===== config.mk =====
export PLATFORM = sky130hd
export DESIGN_NAME = cache_bus_arb
export DESIGN_NICKNAME = d
export VERILOG_FILES = /design/src/rtl/cache_bus_arb.sv
export SDC_FILE = /design/constraint.sdc
export NUM_CORES = 1
export LEC_CHECK = 0
export ABC_AREA = 1
export CORE_UTILIZATION = 39
export CTS_BUF_LIST = sky130_fd_sc_hd__clkbuf_8 sky130_fd_sc_hd__clkbuf_16
export DETAILED_ROUTE_END_ITERATION = 8
export PLACE_DENSITY = 0.76
export SETUP_SLACK_MARGIN = 0.02
export SLEW_MARGIN = 5
export SYNTH_ARGS = -nofsm -noshare
export SYNTH_HDL_FRONTEND = slang
export SYNTH_SLANG_ARGS = --single-unit

===== constraint.sdc =====
create_clock -name clk -period 1.7 [get_ports clk]
set_input_delay 0.34 -clock clk [delete_from_list [all_inputs] [get_ports clk]]
set_output_delay 0.34 -clock clk [all_outputs]
set_load 0.03 [all_outputs]

===== src/rtl/cache_bus_arb.sv =====
// Two-master bus arbiter sharing one line-burst bus between the I$ and the D$.
// Owners are granted from idle, hold the bus for a whole line and get a one-cycle ack.
module cache_bus_arb #(
    parameter int unsigned PA_BITS      = 34,
    parameter int unsigned BEATSPERLINE = 4,
    parameter int unsigned LOGBWPL      = $clog2(BEATSPERLINE)
) (
    input  logic               clk,
    input  logic               reset,
    input  logic [1:0]         IBusRW,
    input  logic [PA_BITS-1:0] IBusAdr,
    input  logic [1:0]         DBusRW,
    input  logic [PA_BITS-1:0] DBusAdr,
    input  logic               DLock,
    input  logic               BusBeatAck,
    output logic               IBusAck,
    output logic               DBusAck,
    output logic [1:0]         BusRW,
    output logic [PA_BITS-1:0] BusAdr,
    output logic [LOGBWPL-1:0] BeatCount,
    output logic               DOwner
);

    localparam logic [LOGBWPL-1:0] LAST_BEAT = LOGBWPL'(BEATSPERLINE - 1);

    localparam logic [1:0] RW_NONE  = 2'b00;
    localparam logic [1:0] RW_WRITE = 2'b01;
    localparam logic [1:0] RW_FETCH = 2'b10;

    typedef enum logic [1:0] {StIdle, StXfer, StDone} state_e;

    state_e               state_q, state_d;
    logic                 owner_q, owner_d;
    logic                 last_owner_q, last_owner_d;
    logic [1:0]           rw_q, rw_d;
    logic [PA_BITS-1:0]   adr_q, adr_d;
    logic [LOGBWPL-1:0]   beat_q, beat_d;

    logic                 i_req;
    logic                 d_req;
    logic                 contended;
    logic                 grant_d;
    logic [1:0]           d_rw;
    logic                 lock_cont;
    logic                 last_beat_done;

    // IBusRW[0] has no meaning for the instruction side.
    logic unused_ibus_rw0;
    assign unused_ibus_rw0 = IBusRW[0];

    // Request decode and arbitration
    always_comb begin
        i_req     = IBusRW[1];
        d_req     = |DBusRW;
        contended = i_req & d_req;
        grant_d   = 1'b0;
        if (d_req && !i_req) begin
            grant_d = 1'b1;
        end else if (contended) begin
            grant_d = ~last_owner_q;
        end
        // A combined writeback+fetch goes out as the writeback first.
        d_rw           = DBusRW[0] ? RW_WRITE : RW_FETCH;
        lock_cont      = owner_q & DLock & DBusRW[1];
        last_beat_done = BusBeatAck && (beat_q == LAST_BEAT);
    end

    // State register
    always_ff @(posedge clk or posedge reset) begin
        if (reset) begin
            state_q <= StIdle;
        end else begin
            state_q <= state_d;
        end
    end

    // Next-state logic
    always_comb begin
        state_d = state_q;
        unique case (state_q)
            StIdle: begin
                if (i_req || d_req) begin
                    state_d = StXfer;
                end
            end
            StXfer: begin
                if (last_beat_done) begin
                    state_d = StDone;
                end
            end
            StDone: begin
                state_d = lock_cont ? StXfer : StIdle;
            end
            default: state_d = StIdle;
        endcase
    end

    // Transfer context: owner, request type, address and beat index
    always_comb begin
        owner_d      = owner_q;
        last_owner_d = last_owner_q;
        rw_d         = rw_q;
        adr_d        = adr_q;
        beat_d       = beat_q;
        unique case (state_q)
            StIdle: begin
                beat_d = '0;
                if (i_req || d_req) begin
                    owner_d = grant_d;
                    rw_d    = grant_d ? d_rw : RW_FETCH;
                    adr_d   = grant_d ? DBusAdr : IBusAdr;
                    // Round-robin pointer only moves when both sides competed.
                    if (contended) begin
                        last_owner_d = grant_d;
                    end
                end
            end
            StXfer: begin
                if (BusBeatAck) begin
                    beat_d = beat_q + LOGBWPL'(1);
                end
            end
            StDone: begin
                if (lock_cont) begin
                    rw_d  = RW_FETCH;
                    adr_d = DBusAdr;
                end
            end
            default: begin
                beat_d = '0;
            end
        endcase
    end

    always_ff @(posedge clk or posedge reset) begin
        if (reset) begin
            owner_q      <= 1'b0;
            last_owner_q <= 1'b0;
            rw_q         <= RW_NONE;
            adr_q        <= '0;
            beat_q       <= '0;
        end else begin
            owner_q      <= owner_d;
            last_owner_q <= last_owner_d;
            rw_q         <= rw_d;
            adr_q        <= adr_d;
            beat_q       <= beat_d;
        end
    end

    // Output logic
    always_comb begin
        BusRW     = RW_NONE;
        BusAdr    = IBusAdr;
        BeatCount = '0;
        DOwner    = 1'b0;
        IBusAck   = 1'b0;
        DBusAck   = 1'b0;
        unique case (state_q)
            StIdle: begin
            end
            StXfer: begin
                BusRW     = rw_q;
                BusAdr    = adr_q;
                BeatCount = beat_q;
                DOwner    = owner_q;
            end
            StDone: begin
                BusAdr    = adr_q;
                BeatCount = beat_q;
                DOwner    = owner_q;
                IBusAck   = ~owner_q;
                DBusAck   = owner_q;
            end
            default: begin
            end
        endcase
    end

    ack_exclusive_a: assert property (@(posedge clk) disable iff (reset) !(IBusAck && DBusAck));

endmodule


# == Word-level counts from Yosys, hierarchy flattened ==
# Index checks and enable logic that the tools add are counted.
# totals
reg_bits,42
inputBits,76
word_cells,56
out_inout_bits,41
# op_classes
bitwise,6
n_addsub,1
mux,23
eq_ne,7
n_reduce_logical,13
# ops
operator,count
2-to-1 mux 34 bit,4
one-hot mux 34 bit (2 select lines),1
2-to-1 mux 2 bit,9
"!= test 2 bit, second input constant",4
one-hot mux 2 bit (2 select lines),2
2-to-1 mux 1 bit,6
one-hot mux 2 bit (3 select lines),1
AND reduction 2 bit,3
AND reduction 3 bit,2
"equality test 2 bit, second input constant",2
OR reduction 2 bit,2
AND 1 bit,3
NOT 1 bit,3
"adder 2 x 1 -> 2 bit, second input constant",1
"equality test 2 x 1 -> 1 bit, second input constant",1
logical AND 1 bit,2
logical NOT 2 bit,1
nonzero test 2 bit,1
logical NOT 1 bit,1
logical OR 1 bit,1

# == Depth between registers and ports, before layout ==
# depth
word_depth,7
ltp_mapped,9
mapped_depth_nobuf,8

# == Worst setup path before layout ==
# OpenSTA, ideal clock, no wires.
# synth_path
path_type,flip-flop to output port
startpoint,register state_q[0]
endpoint,output port BusAdr[0]
path_buffers,2
arrival_time_ps,1531
required_time_ps,1360
slack_ps,-171
stages_incl_launch_ff,6
path_cell_list,dfrtp_1 > inv_1 > ha_1 > buf_2 > buf_2 > mux2_2
# synth_between
elab_chain_len,3
elab_cells_between_ends,4
cone_classes,2 x eq/ne; 1 x mux; 1 x reduce/logical
# synth_lines
element,line,text
start: declaration,32,"state_e state_q, state_d;"
start signal: assignment,71,state_q <= StIdle;
start signal: assignment,73,state_q <= state_d;
equality test 2 bit or equality test 2 x 1 -> 1 bit (tied branches),159,unique case (state_q)
OR reduction 2 bit (no line) (*),n/a,
2-to-1 mux 34 bit (*),159,
end: declaration,19,"output logic [PA_BITS-1:0] BusAdr,"
# Every way passes the cells marked *; elsewhere a longest branch is shown, timed or not.

# == Worst setup path in the final report ==
# layout_path
startpoint,register state_q[1]
endpoint,output port BusAdr[11]
# The elaborated chain is that of the path after synthesis.

==> impl_metrics.tcl <==
set metrics [dict create \
    skew_ps 3.34 \
    synth_commonest_cells "191 x nand2_1, 42 x dfrtp_1, 39 x nand3_1, 34 x mux2_2, 16 x inv_1" \
    io_pins 117 \
    place.port_buffers 115 \
    drv.max_cap_violation_count 0 \
    violated_checks "negative setup slack" \
    reg2reg_depth 8 \
    finish.net_count 577 \
    wirelength_um 7930 \
    wl_met2_um 4000 \
    setup_slack_ps -313 \
    largest_net_degree_at_the_start_of_global_routing 26 \
    synth_cells 366 \
    core-area_mm2 0.00649 \
    crit_path_max_fanout 11 \
    gpl.final_weighted_congestion 0.782 \
    worst_ep_required_time_ps 1360 \
    areaGrowthSynthToFinish_pct 66.8 \
    fmax_mhz 497 \
    compound_gate_portion_of_the_synthesized_area_pct 2.69 \
    global_route_wire_length_before_repair_um 12700 \
    yosys.area_share.simple_pct 35.0 \
    dieWidth_um 85.1 \
    post-synth-top-count-cell "nand2_1" \
    finalSetupViolCount 37 \
    synth-warning-count 0 \
    report.final.slew_viol_count 0 \
    area_fraction_of_the_dominant_cell_type_after_synthesis_pct 39.0 \
    first_global_vias 2793 \
    worst_skew_pair.late_latency_ps 290 \
    number_of_sinks_driven_by_the_clock_tree 42 \
    firstDrtPassIters 4 \
    worst-endpoint-arrival_ps 1670 \
    antenna_cells_inserted 0 \
    avgViaCountPerCell 4.93 \
    synth_seq_cells 42 \
    max-clock-path-buffers 2 \
    timing.setup.tns_ps -10550 \
    route.top_layer_used "met4" \
    timing.setup.critical_path_class "reg2out" \
    setup.worst_path.end_class "output pin" \
    dieArea_mm2 0.00725 \
    clock_tree.htree_level_count 2 \
    final-hold-violation-count 0 \
    crit_path_start_kind "register" \
    clock-root-buffer "clkbuf_8" \
    finalNonFillerCells 572 \
    synthDistinctLibCells 20 \
    max-slew-margin-rel_pct 78.4 \
    mappedNetlistNets 447 \
    wl_met3_um 437 \
    layout_min_cycle_time_ps 2010 \
    final_layout_size_suffix_gt1_share_pct 26.7 \
    yosysSeqAreaShare_pct 39.0 \
    p_leak_uw 0.00237 \
    drt_antenna_net_count 0 \
    synth_xor_area_share_pct 0 \
    post_synth_main_area_contributors "dfrtp_1 39%, nand2_1 27%, mux2_2 14%" \
    total_number_of_vias 2818 \
    reg2reg_slack_ps 70 \
    wl_met1_um 3390 \
    numPlacedInstances 563 \
    setup_repair_after_global_routing_missed_its_margin "yes" \
    crit-reg2reg-capture "adr_q[28]" \
    synth_adder_area_share_pct 2.32 \
    gr-usage-all-layers_pct 22.0 \
    place_area_mm2 0.00419 \
    initial_drc_count 131 \
    startpoint_of_the_most_critical_register_to_register_path "state_q[1]" \
    hold_class "in2async" \
    clkTransAtPathRegs_ps 70 \
    synth_async_sr_flop_share_pct 100 \
    synth.mux.area_fraction_pct 14.2 \
    initial_antenna_violation_count 0 \
    cts_buffers 5 \
    cts_tree "yes" \
    rows 29 \
    status "finished with violations" \
    post-synth-top-area-cell "dfrtp_1" \
    post_drt_wl_per_cell_um 13.9 \
    worst_hold_slack_ps 399 \
    die_height_um 85.1 \
    place_hpwl_um 5550 \
    design_area_mm2 0.00449 \
    grt_overflow_total 0 \
    post_synth.cell_area_avg_um2 7.36 \
    holdBufCountCts 0 \
    max-vdd-ir-drop_v 0.00119 \
    synth-edff-count 0 \
    synth_area_mm2 0.00270 \
    fin_crit_sh_pct 118 \
    overall_power_after_layout_uw 9990 \
    power.density_mw_per_mm2 2220 \
    post-route-drc-count 0 \
    floorplan.initialDensity_pct 41.5 \
    synth_top_flop_cell "dfrtp_1" \
    synth_top_family_by_area "simple AND/OR/NAND/NOR gates" \
    tightest_slew_ps 324 \
]
==> logic make-up after synthesis <==
family | after synthesis
buffers and inverters | 37
AOI/OAI and AO/OA | 11
and+or+nand+nor | 237
DFF | 42
muxes | 34
adders and majority gates | 5
==> critical path, cell delays in order, from the launching register on <==
cell and delay (ps):
dfrtp_1 370, inv_2 60, ha_4 330, buf_12 170, mux2_4 320, buf_6 140
==> through the flow <==
stage | util [%] | setup slack (ps)
2_1_floorplan | - | 0.870
3_3_place_gp | 64.5 | -522
3_5_place_dp | 64.5 | -544
4_1_cts | 67.2 | -362
5_1_grt | 69.2 | -356
6_report | 69.2 | -313
==> layout by cell type, fill, tap and decap left out, types with 8 or more instances in the layout <==
master	instances
mux2_4	34
dfrtp_1	42
nand2_1	186
clkdlybuf4s50_1	74
buf_4	16
buf_6	43
inv_1	8
buf_12	9
nand3_1	39
==> worst max-delay path by stage <==
stage                       endpoint       start  cells past startpoint  slack [ps]
after floorplan            BusAdr[0]  state_q[0]                      5         0.9
after global placement    BusAdr[33]  state_q[0]                      5        -520
after detailed placement  BusAdr[23]  state_q[1]                      5        -540
after CTS                 BusAdr[10]  state_q[1]                      6        -360
after global routing      BusAdr[11]  state_q[1]                      5        -360
final                     BusAdr[11]  state_q[1]                      5        -310
==> metal layers <==
layer / vias up / global-route usage, %
met5: - / 0
met4: 0 / 5.55
met3: 12 / 3.79
met2: 86 / 40.2
met1: 1303 / 26.8
li1: 1417 / -
==> registers in the layout, indices dropped and copies added, names as in the netlist <==
name          flops
adr_q            34
beat_q            2
rw_q              2
state_q           2
last_owner_q      1
owner_q           1
==> report_power, final <==
group	leakage [uW]	internal, uW	switching (uW)
Sequential	0.000522	1500	303
Clock	0.0000431	313	303
Combinational	0.00180	3700	3880
Total	0.00237	5510	4490
==> final cells by class <==
type                       instances  area, um^2
tap                               77        96.3
multi-input combinational        287        1660
clock buffer                       6        82.6
inverter                          17        68.8
fill                             529        2000
timing repair buffer             143        1540
sequential                        42        1050
==> what timing repair did <==
| action | in CTS | in global routing |
|---|---|---|
| buffers inserted | 4 | 1 |
| pin swaps | 3 | 3 |
| resized for setup | 232 | 68 |
| setup endpoints to repair | 76 | 75 |
| cloned | 1 | 0 |
(Power assumes the default switching activity.)
